File: src/rtl/fetch_pkg.sv
// fetch_pkg: shared types and constants for the instruction fetch unit.
//   FETCH_XLEN    - datapath width the fetch-entry struct is laid out for
//   INST_BYTES    - fetch PC increment per instruction
//   fetch_entry_t - one prefetch buffer entry {pc, inst}
// fetch_unit instances with XLEN other than FETCH_XLEN need FETCH_XLEN updated here.
package fetch_pkg;

  localparam int unsigned FETCH_XLEN = 32;
  localparam int unsigned INST_BYTES = 4;

  typedef struct packed {
    logic [FETCH_XLEN-1:0] pc;
    logic [FETCH_XLEN-1:0] inst;
  } fetch_entry_t;

endpackage

File: src/rtl/fetch_fifo.sv
// fetch_fifo: DEPTH-entry synchronous FIFO with synchronous flush, head shown combinationally.
// Ports:
//   clk   - clock, all state on rising edge
//   reset - synchronous active-high reset (empties the FIFO)
//   flush - synchronous flush, same effect as reset
//   push  - write wdata at the tail (caller guarantees space)
//   wdata - entry to write
//   pop   - drop the head entry (caller guarantees non-empty)
//   rdata - head entry
//   empty - FIFO holds no entries
//   count - current occupancy, 0..DEPTH
// DEPTH must be a power of two so the pointers wrap naturally.
module fetch_fifo #(
  parameter int unsigned DEPTH = 4,
  parameter int unsigned WIDTH = 64
) (
  input  logic                    clk,
  input  logic                    reset,
  input  logic                    flush,
  input  logic                    push,
  input  logic [WIDTH-1:0]        wdata,
  input  logic                    pop,
  output logic [WIDTH-1:0]        rdata,
  output logic                    empty,
  output logic [$clog2(DEPTH):0]  count
);

  localparam int unsigned PtrW = $clog2(DEPTH);
  localparam int unsigned CntW = PtrW + 1;

  logic [WIDTH-1:0] mem_q [DEPTH];
  logic [PtrW-1:0]  wptr_q;
  logic [PtrW-1:0]  rptr_q;
  logic [CntW-1:0]  count_q;

  always_ff @(posedge clk) begin
    if (reset || flush) begin
      wptr_q  <= '0;
      rptr_q  <= '0;
      count_q <= '0;
    end else begin
      if (push) begin
        wptr_q <= wptr_q + PtrW'(1);
      end
      if (pop) begin
        rptr_q <= rptr_q + PtrW'(1);
      end
      // Push and pop together leave occupancy unchanged, including when full.
      case ({push, pop})
        2'b10:   count_q <= count_q + CntW'(1);
        2'b01:   count_q <= count_q - CntW'(1);
        default: count_q <= count_q;
      endcase
    end
  end

  // Storage needs no reset; validity is tracked by the pointers and count.
  always_ff @(posedge clk) begin
    if (push) begin
      mem_q[wptr_q] <= wdata;
    end
  end

  assign rdata = mem_q[rptr_q];
  assign empty = (count_q == '0);
  assign count = count_q;

endmodule

File: src/rtl/fetch_unit.sv
// fetch_unit: instruction fetch with a DEPTH-entry prefetch buffer and redirect support.
// Ports:
//   i_clk, i_reset              - clock and synchronous active-high reset
//   o_imem_req, o_imem_addr     - fetch request and its address
//   i_imem_rvld, i_imem_rdata   - response, exactly one cycle after the request
//   i_redirect, i_redirect_pc   - flush buffer and restart fetch at i_redirect_pc
//   o_inst_vld, o_inst, o_inst_pc, i_inst_rdy - buffer head handshake to decode
//   o_pc_debug, o_insn_vld      - registered trace of the last accepted instruction
// Build option: define FETCH_DEBUG_EN to implement the trace registers; otherwise the trace
// outputs are tied to zero.
module fetch_unit
  import fetch_pkg::*;
#(
  parameter int unsigned     XLEN     = FETCH_XLEN,
  parameter int unsigned     DEPTH    = 4,
  parameter logic [XLEN-1:0] RESET_PC = '0
) (
  input  logic            i_clk,
  input  logic            i_reset,
  output logic            o_imem_req,
  output logic [XLEN-1:0] o_imem_addr,
  input  logic            i_imem_rvld,
  input  logic [XLEN-1:0] i_imem_rdata,
  input  logic            i_redirect,
  input  logic [XLEN-1:0] i_redirect_pc,
  output logic            o_inst_vld,
  output logic [XLEN-1:0] o_inst,
  output logic [XLEN-1:0] o_inst_pc,
  input  logic            i_inst_rdy,
  output logic [XLEN-1:0] o_pc_debug,
  output logic            o_insn_vld
);

  localparam int unsigned CntW = $clog2(DEPTH) + 1;

  logic [XLEN-1:0] fetch_pc_q;
  logic [XLEN-1:0] inflight_pc_q;
  logic            inflight_q;

  logic [CntW-1:0] fifo_count;
  logic [CntW-1:0] credit;
  logic            fifo_empty;
  logic            push;
  logic            pop;

  fetch_entry_t                      wr_entry;
  fetch_entry_t                      head;
  logic [$bits(fetch_entry_t)-1:0]   head_bits;

  // Credit counts buffered entries plus the response still owed, so every in-flight
  // response is guaranteed a free slot when it lands.
  assign credit      = fifo_count + CntW'(inflight_q);
  assign o_imem_req  = !i_reset && !i_redirect && (credit < CntW'(DEPTH));
  assign o_imem_addr = fetch_pc_q;

  // A response is only accepted against an outstanding request; redirect and reset
  // clear the in-flight flag so the response after them is dropped.
  assign push = inflight_q && i_imem_rvld;
  assign pop  = o_inst_vld && i_inst_rdy;

  assign wr_entry = '{pc: inflight_pc_q, inst: i_imem_rdata};

  always_ff @(posedge i_clk) begin
    if (i_reset) begin
      fetch_pc_q    <= RESET_PC;
      inflight_q    <= 1'b0;
      inflight_pc_q <= '0;
    end else if (i_redirect) begin
      fetch_pc_q <= i_redirect_pc;
      inflight_q <= 1'b0;
    end else begin
      inflight_q <= o_imem_req;
      if (o_imem_req) begin
        inflight_pc_q <= fetch_pc_q;
        fetch_pc_q    <= fetch_pc_q + XLEN'(INST_BYTES);
      end
    end
  end

  fetch_fifo #(
    .DEPTH (DEPTH),
    .WIDTH ($bits(fetch_entry_t))
  ) u_fifo (
    .clk   (i_clk),
    .reset (i_reset),
    .flush (i_redirect),
    .push  (push),
    .wdata (wr_entry),
    .pop   (pop),
    .rdata (head_bits),
    .empty (fifo_empty),
    .count (fifo_count)
  );

  assign head = head_bits;

  // Hide the head while in reset; the flush only takes effect at the edge.
  assign o_inst_vld = !fifo_empty && !i_reset;
  assign o_inst     = head.inst;
  assign o_inst_pc  = head.pc;

`ifdef FETCH_DEBUG_EN
  logic [XLEN-1:0] pc_debug_q;
  logic            insn_vld_q;

  always_ff @(posedge i_clk) begin
    if (i_reset) begin
      pc_debug_q <= '0;
      insn_vld_q <= 1'b0;
    end else begin
      insn_vld_q <= pop;
      if (pop) begin
        pc_debug_q <= o_inst_pc;
      end
    end
  end

  assign o_pc_debug = pc_debug_q;
  assign o_insn_vld = insn_vld_q;
`else
  assign o_pc_debug = '0;
  assign o_insn_vld = 1'b0;
`endif

endmodule

File: config.mk
export PLATFORM = sky130hd
export DESIGN_NAME = fetch_unit
export DESIGN_NICKNAME = d
export VERILOG_FILES = /design/src/rtl/fetch_pkg.sv /design/src/rtl/fetch_fifo.sv /design/src/rtl/fetch_unit.sv
export SDC_FILE = /design/constraint.sdc
export NUM_CORES = 1
export LEC_CHECK = 0
export BUFFER_PORTS_ARGS = -buffer_cell sky130_fd_sc_hd__buf_2
export CORE_MARGIN = 2
export CORE_UTILIZATION = 47
export CTS_CLUSTER_DIAMETER = 60
export DETAILED_ROUTE_END_ITERATION = 10
export PLACE_DENSITY = 0.8
export SYNTH_ARGS = -nofsm -noshare
export SYNTH_HDL_FRONTEND = slang
export SYNTH_HIERARCHICAL = 1
export SYNTH_SLANG_ARGS = --single-unit
File: constraint.sdc
create_clock -name i_clk -period 2.4 [get_ports i_clk]
set_input_delay 0.24 -clock i_clk [delete_from_list [all_inputs] [get_ports i_clk]]
set_output_delay 0.24 -clock i_clk [all_outputs]
set_load 0.02 [all_outputs]
# [Word-level counts from Yosys, hierarchy flattened]
# Memory sizes are Yosys's and may differ from the RTL's. A register that Yosys moved wholly into a read port is not among the register bits.
# Index checks and enable logic that the tools add are counted.
[word_totals] register_bits=72 mem_bits_rw=256 in_bits=69 output_inout_bits=131 word_cells=38 n_memories=1
[memory_table] name="u_fifo.mem_q" words=4 word_bits=64 read_ports=1 rd_ports_with_merged_regs=1 wr=1 line_no="fetch_fifo.sv:31" text="logic [WIDTH-1:0] mem_q [DEPTH];"
[classes] n_addsub=6 order_cmp=1 eq_ne=2 muxes=7 n_bitwise=1 n_reduce_logical=14
[ops] cell="$mux W32" count=2
[ops] cell="$add A32 B3 Y32 const B" count=1
[ops] cell="$pmux W3 S2" count=1
[ops] cell="$logic_and A1 B1 Y1" count=5
[ops] cell="$add A2 B1 Y2 const B" count=2
[ops] cell="$mux W2" count=2
[ops] cell="$reduce_bool A2 Y1" count=2
[ops] cell="$add A3 B1 Y3" count=1
[ops] cell="$add A3 B1 Y3 const B" count=1
[ops] cell="$logic_not A1 Y1" count=3
[ops] cell="$logic_not A3 Y1" count=1
[ops] cell="$lt A3 B3 Y1 const B" count=1
[ops] cell="$sub A3 B1 Y3 const B" count=1
[ops] cell="$eq A2 B1 Y1 const B" count=1
[ops] cell="$eq A2 B2 Y1 const B" count=1
[ops] cell="$mux W1" count=2
[ops] cell="$reduce_and A2 Y1" count=1
[ops] cell="$reduce_or A2 Y1" count=1
[ops] cell="$logic_or A1 B1 Y1" count=1
[ops] cell="$not A1 Y1" count=1

# [Logic depth before layout (Yosys ltp)]
# Gate-level depths: netlist (run 1).
[depth] ltp_word=6 ltp_mapped=9 ltp_nobuf=9

# [Cells and area by module]
# The synthesis (run 1) kept the hierarchy.
[by_module_without_submodules] mod="fetch_fifo" instances=1 cells_per_inst=381 area_per_inst_um2=9744.3 seq_area_each_um2=7867.5
[by_module_without_submodules] mod="fetch_unit" instances=1 cells_per_inst=394 area_per_inst_um2=3193.1 seq_area_each_um2=1301.2

# [Worst setup path after synthesis (run 1)]
# Ideal clock, no wire load.
[synth_timing] path_kind="reg2reg" from="reg inflight_q" to="mem u_fifo.mem_q[0][0] (enable)" arrival_time_ps=2070 setup_slack_ps=-98 stages_incl_launch_ff=3 n_path_buf=0 synth_period_minus_slack_ps=2498 cell_sequence="dfxtp_1 > and2_1 > and2_1"
[synth_via] elab_chain_len=3
[synth_rtl] item="from (decl)" line_no="fetch_unit.sv:38" text="logic inflight_q;"
[synth_rtl] item="from (signal assigned)" line_no="fetch_unit.sv:72" text="inflight_q <= o_imem_req;"
[synth_rtl] item="$logic_and A1 B1 Y1" line_no="fetch_unit.sv:58" text="assign push = inflight_q && i_imem_rvld;"
[synth_rtl] item="named net push" line_no="fetch_unit.sv:43" text="logic push;"
[synth_rtl] item="$mux W1" line_no="fetch_fifo.sv:59" text="if (push) begin"
[synth_rtl] item="$mux W1 (implied by the code)" line_no="fetch_fifo.sv:60" text="mem_q[wptr_q] <= wdata;"
[synth_rtl] item="to (decl)" line_no="fetch_fifo.sv:31"
# The timed path passes the listed nets, and every way through them passes these cells.

# [Worst setup path in the final report (run 1)]
[layout_timing] from="reg u_fifo.count_q[2] (netlist: u_fifo/count[2])" to="reg u_fifo.count_q[2] (netlist: u_fifo/count[2])"
[layout_via] elab_chain_len=6
[layout_rtl] item="from (decl)" line_no="fetch_fifo.sv:34" text="logic [CntW-1:0] count_q;"
[layout_rtl] item="from (signal assigned)" line_no="fetch_fifo.sv:50" text="2'b10: count_q <= count_q + CntW'(1);"
[layout_rtl] item="from (signal assigned)" line_no="fetch_fifo.sv:51" text="2'b01: count_q <= count_q - CntW'(1);"
[layout_rtl] item="from (signal assigned)" line_no="fetch_fifo.sv:52" text="default: count_q <= count_q;"
[layout_rtl] item="$logic_not A3 Y1 (*)" line_no="fetch_fifo.sv:65" text="assign empty = (count_q == '0);"
[layout_rtl] item="named net fifo_empty" line_no="fetch_unit.sv:42" text="logic fifo_empty;"
[layout_rtl] item="$logic_not A1 Y1 (*)" line_no="fetch_unit.sv:98" text="assign o_inst_vld = !fifo_empty && !i_reset;"
[layout_rtl] item="$logic_and A1 B1 Y1 (*)" line_no="fetch_unit.sv:98"
[layout_rtl] item="$logic_and A1 B1 Y1 (*)" line_no="fetch_unit.sv:59" text="assign pop = o_inst_vld && i_inst_rdy;"
[layout_rtl] item="named net pop" line_no="fetch_unit.sv:44" text="logic pop;"
[layout_rtl] item="$eq A2 B1 Y1 / $eq A2 B2 Y1 (equally long branches)" line_no="fetch_fifo.sv:49" text="case ({push, pop})"
[layout_rtl] item="$pmux W3 S2 / $reduce_bool A2 Y1 (equally long branches)"
# Mark *: on every way through the listed nets, which the timed path passes. The rest lies on a longest branch.
# A chain may end at the register's enable or synchronous reset.

==> results of run 1 <==
## worst max-delay path, cell delays in order, from the launching register on
cell and delay (ns):
dfxtp_1 0.46, nor3_1 0.08, nor2_1 0.11, and2_1 0.21, ha_1 0.23, inv_1 0.08
fa_1 0.39, xor2_1 0.16, or3_1 0.32, a21oi_1 0.14
## per-stage QoR
step	area, um^2	std cells
CTS	15730	1371
global route	15730	1371
global placement	14120	1273
finish	15730	1371
floorplan	13060	807
detailed placement	14120	1273
## layout make-up
cell class / count / area, um^2 / share of cell area, %
flip-flops and latches: 330 / 9176 / 58.32
clock inverters: 14 / 257.7 / 1.638
clock buffers: 46 / 969.7 / 6.163
well taps: 341 / 426.7 / 2.712
repair buffers: 233 / 1511 / 9.606
inverters: 16 / 60.06 / 0.3817
multi-input cells: 391 / 3332 / 21.18
## worst max-delay path by stage
stage                                 start                            to  slack (ns)  cells after the start
3_3_place_gp   u_fifo/count[2]$_SDFFE_PP0P_  u_fifo/count[2]$_SDFFE_PP0P_        0.31                      9
2_1_floorplan  u_fifo/count[2]$_SDFFE_PP0P_  u_fifo/count[2]$_SDFFE_PP0P_        0.12                      9
5_1_grt        u_fifo/count[2]$_SDFFE_PP0P_  u_fifo/count[2]$_SDFFE_PP0P_        0.04                      9
3_5_place_dp   u_fifo/count[2]$_SDFFE_PP0P_  u_fifo/count[2]$_SDFFE_PP0P_        0.17                      9
4_1_cts        u_fifo/count[2]$_SDFFE_PP0P_  u_fifo/count[2]$_SDFFE_PP0P_        0.14                      9
6_report       u_fifo/count[2]$_SDFFE_PP0P_  u_fifo/count[2]$_SDFFE_PP0P_        0.15                      9
## registers in the layout, indices dropped and copies added (netlist names), named ones only
register / cells
u_fifo/count: 3
inflight_q: 1
u_fifo/mem_q: 256
o_imem_addr: 32
u_fifo/rptr_q: 2
u_fifo/wptr_q: 2
inflight_pc_q: 32
## layer usage
metal  global-route usage [%]  up-vias  part of all wire [%]
met4                    6.057        0                   2.6
met1                    25.01     3648                    43
met5                        0        -                     0
met3                    3.512       48                   6.9
met2                    30.81      315                    48
li1                         -     3394                     -
## power by group through the flow
stage          registers (mW)  clock network (mW)  logic, mW
3_3_place_gp             6.46                   0      0.545
6_report                 6.35                5.66      0.601
3_5_place_dp             6.47                   0      0.554
2_1_floorplan            6.49                   0      0.324
4_1_cts                  6.35                5.78      0.603
5_1_grt                  6.36                6.00      0.650
## cell usage after synthesis, drive strengths merged, types with 2 or more instances
cell type,number
nand2,76
mux2i,3
or2,2
mux4,64
a311oi,3
inv,15
edfxtp,256
a211oi,15
and4,3
clkbuf,17
xor2,11
a31oi,3
xnor2,16
nand3,25
nand4,11
nor4,8
a2111oi,2
buf,53
ha,6
or3,4
or4,2
a21oi,13
nor3,11
dfxtp,74
o22ai,4
nor3b,5
and2,7
and3,3
nor2b,2
nor2,33
o21ai,18
## cells by family (layout without fill, tap and decap cells)
logic type,Yosys count,after routing,synth area share (%)
adders and majority gates,7,7,0.7350
buffers and inverters,86,309,4.381
DFF,330,330,70.87
muxes,67,67,11.49
AOI/OAI and AO/OA,63,63,3.095
other,1,33,0.02899
xor gates and xnor gates,27,27,1.944
and+or+nand+nor,194,194,7.457
## timing repair
| action | 4_1_cts | 5_1_grt |
|---|---|---|
| setup endpoints to repair | 7 | 0 |
| buffers inserted | 2 | 0 |
| hold endpoints to repair | 132 | 0 |
| hold buffers | 36 | 0 |
==> flow_metrics.py, run 1 <==
metrics = {
    "synth": {
        "synth_ff_type": "edfxtp_1",
        "ys_types": 56,
        "synth_area_mm2": 0.01294,
        "synth_top_area_cell": "edfxtp_1",
        "ys_warn_count": 6,
        "synthArstFlopShare_pct": 0,
        "synth-seq-cells": 330,
        "ys_seq_area_share_pct": 70.87,
        "synthCells": 775,
        "synth_top_area_share_pct": 59.42,
        "syn_avg_cell_area_um2": 16.69,
        "synth-edff-count": 256,
        "synthTopCellsByArea": "edfxtp_1 (59%), dfxtp_1 (11%), mux4_2 (10%)",
    },
    "pwr": {
        "p_per_area_mw_per_mm2": 801.4,
        "comb_power_share_pct": 4.8,
        "power_frac_clock_pct": 44.9,
        "p_int_mw": 10.08,
        "fin_total_pwr_mw": 12.61,
        "sequentialPowerShare_pct": 50.4,
        "switchingPower_mw": 2.528,
        "switching_share_pct": 20.05,
        "irDropWorstVdd_mv": 0.4580,
        "leakagePower_nw": 5.597,
    },
    "worst_setup_path": {
        "r2r_cells": 9,
        "critPathLaunchType": "register",
        "reg2reg_to": "u_fifo/count[2]$_SDFFE_PP0P_",
        "cp.arrival_ns": 2.68,
        "endpoint_kind": "register",
        "worst_ep_required_time_ns": 2.83,
        "cp_max_fo": 5,
        "path_class": "register to register",
        "reg2reg_from": "u_fifo/count[2]$_SDFFE_PP0P_",
        "reg2reg_setup_slack_ns": 0.15,
    },
    "sta": {
        "finalSetupViolCount": 0,
        "setup_slack_ns": 0.1526,
        "maxSlewViolCount": 0,
        "holdWs_ns": 0.006020,
        "final.setup.tns_ns": 0,
        "relSlewSlack_pct": 64.37,
        "fin_skew_ns": 0.01611,
        "rsz0062_at_grt": "false",
        "fmax_mhz": 445.0,
        "worst_slew_pin_slew_ns": 0.5315,
        "period_needed_ns": 2.247,
        "period_share_pct": 93.64,
        "hold_viol": 0,
    },
    "global_routing": {
        "antenna_found_initial": 0,
        "grt_overflow_total": 0,
        "grt_pass1_vias": 7429,
        "grt_start_max_net_pins": 65,
        "grt_util_all_layers_pct": 18.59,
        "grt_pass1_wl_um": 40940,
    },
    "die": {
        "placementRows": 60,
        "die_area_mm2": 0.02887,
        "die_h_um": 169.9,
        "io_pins": 200,
        "core_area_mm2": 0.02703,
        "die_x_um": 169.9,
        "initial_utilization_pct": 47.87,
    },
    "clocking": {
        "cts_tree": "built",
        "cts_max_level": 2,
        "cts_num_sinks": 330,
        "cts_buffer_depth": 3,
        "worstSkewPairLatency_ns": 0.50,
        "clock-root-buffer": "clkbuf_16",
        "ctsResizeCount": 0,
        "cts_inserted_buffers": 35,
        "clk_pin_slew_ns": 0.06,
    },
    "finish": {
        "antennaDiodeCount": 0,
        "layout_commonest_cell": "edfxtp_1",
        "finalCoreUtilization_pct": 58.22,
        "final_net_count": 1083,
        "final_cell_mix": "edfxtp_1 (256), buf_2 (166), nand2_1 (76), dfxtp_1 (72), mux4_2 (60)",
        "fillerInstances": 2026,
        "layout-drive-gt1-share_pct": 31.84,
        "syn2layout_area_growth_pct": 21.61,
    },
    "detailed_routing": {
        "route.detailed.drc": 0,
        "vias": 7405,
        "via_per_inst": 5.401,
        "dr.pass1.iters": 5,
        "drt_iter0_markers": 608,
        "wl_um": 26740,
        "wl_per_cell_um": 19.50,
        "postRouteAntennaNets": 0,
    },
    "flow_run": {
        "cap_violations": 0,
    },
    "placement": {
        "io_buffers": 166,
        "place_hpwl_um": 16790,
        "dp_slack_ns": 0.1694,
        "place_congestion": 0.8364,
    },
    "status": {
        "outcome": "finished, final reports clean",
    },
    "worst_hold_path": {
        "holdPathEnd": "o_imem_addr[0]$_SDFFE_PP0P_",
        "min_path_type": "input pin to register",
        "hp-start": "i_redirect_pc[0]",
        "whs_path_depth": 3,
    },
}
(Power assumes the default switching activity.)
==> run 2: changes to the inputs <==
--- a/config.mk
+++ b/config.mk
@@ -5,12 +5,13 @@
 export SDC_FILE = /design/constraint.sdc
 export NUM_CORES = 1
 export LEC_CHECK = 0
-export BUFFER_PORTS_ARGS = -buffer_cell sky130_fd_sc_hd__buf_2
+export BUFFER_PORTS_ARGS = -buffer_cell sky130_fd_sc_hd__buf_4
 export CORE_MARGIN = 2
 export CORE_UTILIZATION = 47
 export CTS_CLUSTER_DIAMETER = 60
 export DETAILED_ROUTE_END_ITERATION = 10
 export PLACE_DENSITY = 0.8
+export SKIP_CTS_REPAIR_TIMING = 1
 export SYNTH_ARGS = -nofsm -noshare
 export SYNTH_HDL_FRONTEND = slang
 export SYNTH_HIERARCHICAL = 1
==> flow_metrics.py, run 2 (synthesized netlist as in run 1, its figures left out) <==
metrics = {
    "detailed_routing": {
        "wl_um": 27230,
        "vias": 7362,
        "via_per_inst": 5.382,
        "drt_iter0_markers": 720,
        "route.detailed.drc": 0,
        "wl_per_cell_um": 19.90,
        "dr.pass1.iters": 5,
        "postRouteAntennaNets": 0,
    },
    "die": {
        "io_pins": 200,
        "initial_utilization_pct": 47.87,
        "die_h_um": 169.9,
        "core_area_mm2": 0.02703,
        "placementRows": 60,
        "die_x_um": 169.9,
        "die_area_mm2": 0.02887,
    },
    "sta": {
        "finalSetupViolCount": 0,
        "hold_viol": 0,
        "holdWs_ns": 0.007562,
        "maxSlewViolCount": 0,
        "fin_skew_ns": 0.01488,
        "relSlewSlack_pct": 66.93,
        "period_needed_ns": 2.275,
        "fmax_mhz": 439.6,
        "worst_slew_pin_slew_ns": 0.4933,
        "final.setup.tns_ns": 0,
        "rsz0062_at_grt": "false",
        "period_share_pct": 94.79,
    },
    "global_routing": {
        "grt_pass1_wl_um": 41230,
        "grt_overflow_total": 0,
        "grt_util_all_layers_pct": 18.83,
        "antenna_found_initial": 0,
        "grt_start_max_net_pins": 47,
        "grt_pass1_vias": 7226,
    },
    "worst_hold_path": {
        "min_path_type": "input pin to register",
    },
    "clocking": {
        "cts_buffer_depth": 3,
        "cts_max_level": 2,
        "cts_inserted_buffers": 34,
        "clock-root-buffer": "clkbuf_16",
        "clk_pin_slew_ns": 0.06,
        "cts_num_sinks": 330,
        "worstSkewPairLatency_ns": 0.51,
        "cts_tree": "built",
    },
    "worst_setup_path": {
        "critPathLaunchType": "register",
        "worst_ep_required_time_ns": 2.16,
        "cp.arrival_ns": 2.03,
        "endpoint_kind": "output pin",
        "path_class": "register to output pin",
        "cp_max_fo": 11,
    },
    "finish": {
        "largest_register_ff_count": 256,
        "top_register": "u_fifo/mem_q",
        "regArea_mm2": 0.009178,
        "layout_commonest_cell": "edfxtp_1",
        "final_net_count": 1077,
        "multi_input_area_mm2": 0.003332,
        "antennaDiodeCount": 0,
        "final_cell_mix": "edfxtp_1 (256), buf_4 (184), nand2_1 (76), dfxtp_1 (71), mux4_2 (60)",
        "syn2layout_area_growth_pct": 24.73,
        "finalCoreUtilization_pct": 59.71,
        "layout-drive-gt1-share_pct": 32.04,
        "fillerInstances": 2027,
    },
    "placement": {
        "io_buffers": 166,
        "place_congestion": 0.8384,
        "place_hpwl_um": 17720,
    },
    "pwr": {
        "leakagePower_nw": 5.686,
        "p_per_area_mw_per_mm2": 784.7,
        "irDropWorstVdd_mv": 0.4021,
    },
    "status": {
        "outcome": "finished, final reports clean",
    },
    "flow_run": {
        "cap_violations": 0,
    },
}
==> run 2: changes by cell type in the layout (fill, tap and decap cells not counted), moves of 2 or more <==
cell / previous run / this run
buf_12: 7 / 9
buf_2: 166 / 0
buf_4: 24 / 184
clkbuf_1: 8 / 2
clkinv_1: 2 / 7
clkinv_4: 2 / 0
clkinvlp_4: 0 / 3
dlygate4sd3_1: 36 / 34
==> run 2: path summary, 6_finish.rpt <==
| check | startpoint | end | slack [ns] | depth (start not counted) |
|---|---|---|---|---|
| hold reg to reg | o_imem_addr[0]$_SDFFE_PP0P_ | inflight_pc_q[0]$_SDFFE_PP0P_ | 0.48 | 2 |
| hold / removal | i_redirect_pc[11] | o_imem_addr[11]$_SDFFE_PP0P_ | 0.008 | 3 |
| setup reg to reg | u_fifo/count[2]$_SDFFE_PP0P_ | u_fifo/count[2]$_SDFFE_PP0P_ | 0.16 | 9 |
| setup / recovery | register | o_inst[4] | 0.13 | 3 |
==> run 2: through the flow <==
stage	setup WS (ns)	area (um^2)	cells	total power, mW
final	0.1250	16140	1368	12.66
after global routing	0.002507	16140	1368	13.03
after CTS	0.04387	15790	1334	12.70
after detailed placement	0.1841	14560	1272	7.095
after global placement	0.2891	14560	1272	7.075
after floorplan	0.1213	13060	807	6.810
==> run 2: critical path: stages (launching register included) <==
cell	delay (ns)
dfxtp_4	0.50
buf_4	0.29
mux4_2	0.55
buf_4	0.18
==> run 2: power breakdown <==
part | switching (mW) | internal, mW
combinational | 0.371 | 0.294
clock | 2.13 | 3.51
sequential | 0.109 | 6.25
total | 2.61 | 10.0
==> run 2: layer usage <==
layer | wire length (um) | up-vias | global-route usage (%)
met2 | 13080 | 293 | 30.91
li1 | - | 3387 | -
met5 | 0 | - | 0
met3 | 1850 | 42 | 3.372
met1 | 11640 | 3640 | 25.94
met4 | 653 | 0 | 5.723
==> run 2: cell type report <==
cell class                      count  share of cell area (%)
Timing Repair Buffer              228                   11.86
Inverter                           16                  0.3722
Sequential cell                   330                   56.87
Clock inverter                     21                   1.652
Clock buffer                       41                   5.955
Multi-Input combinational cell    391                   20.65
Tap cell                          341                   2.644
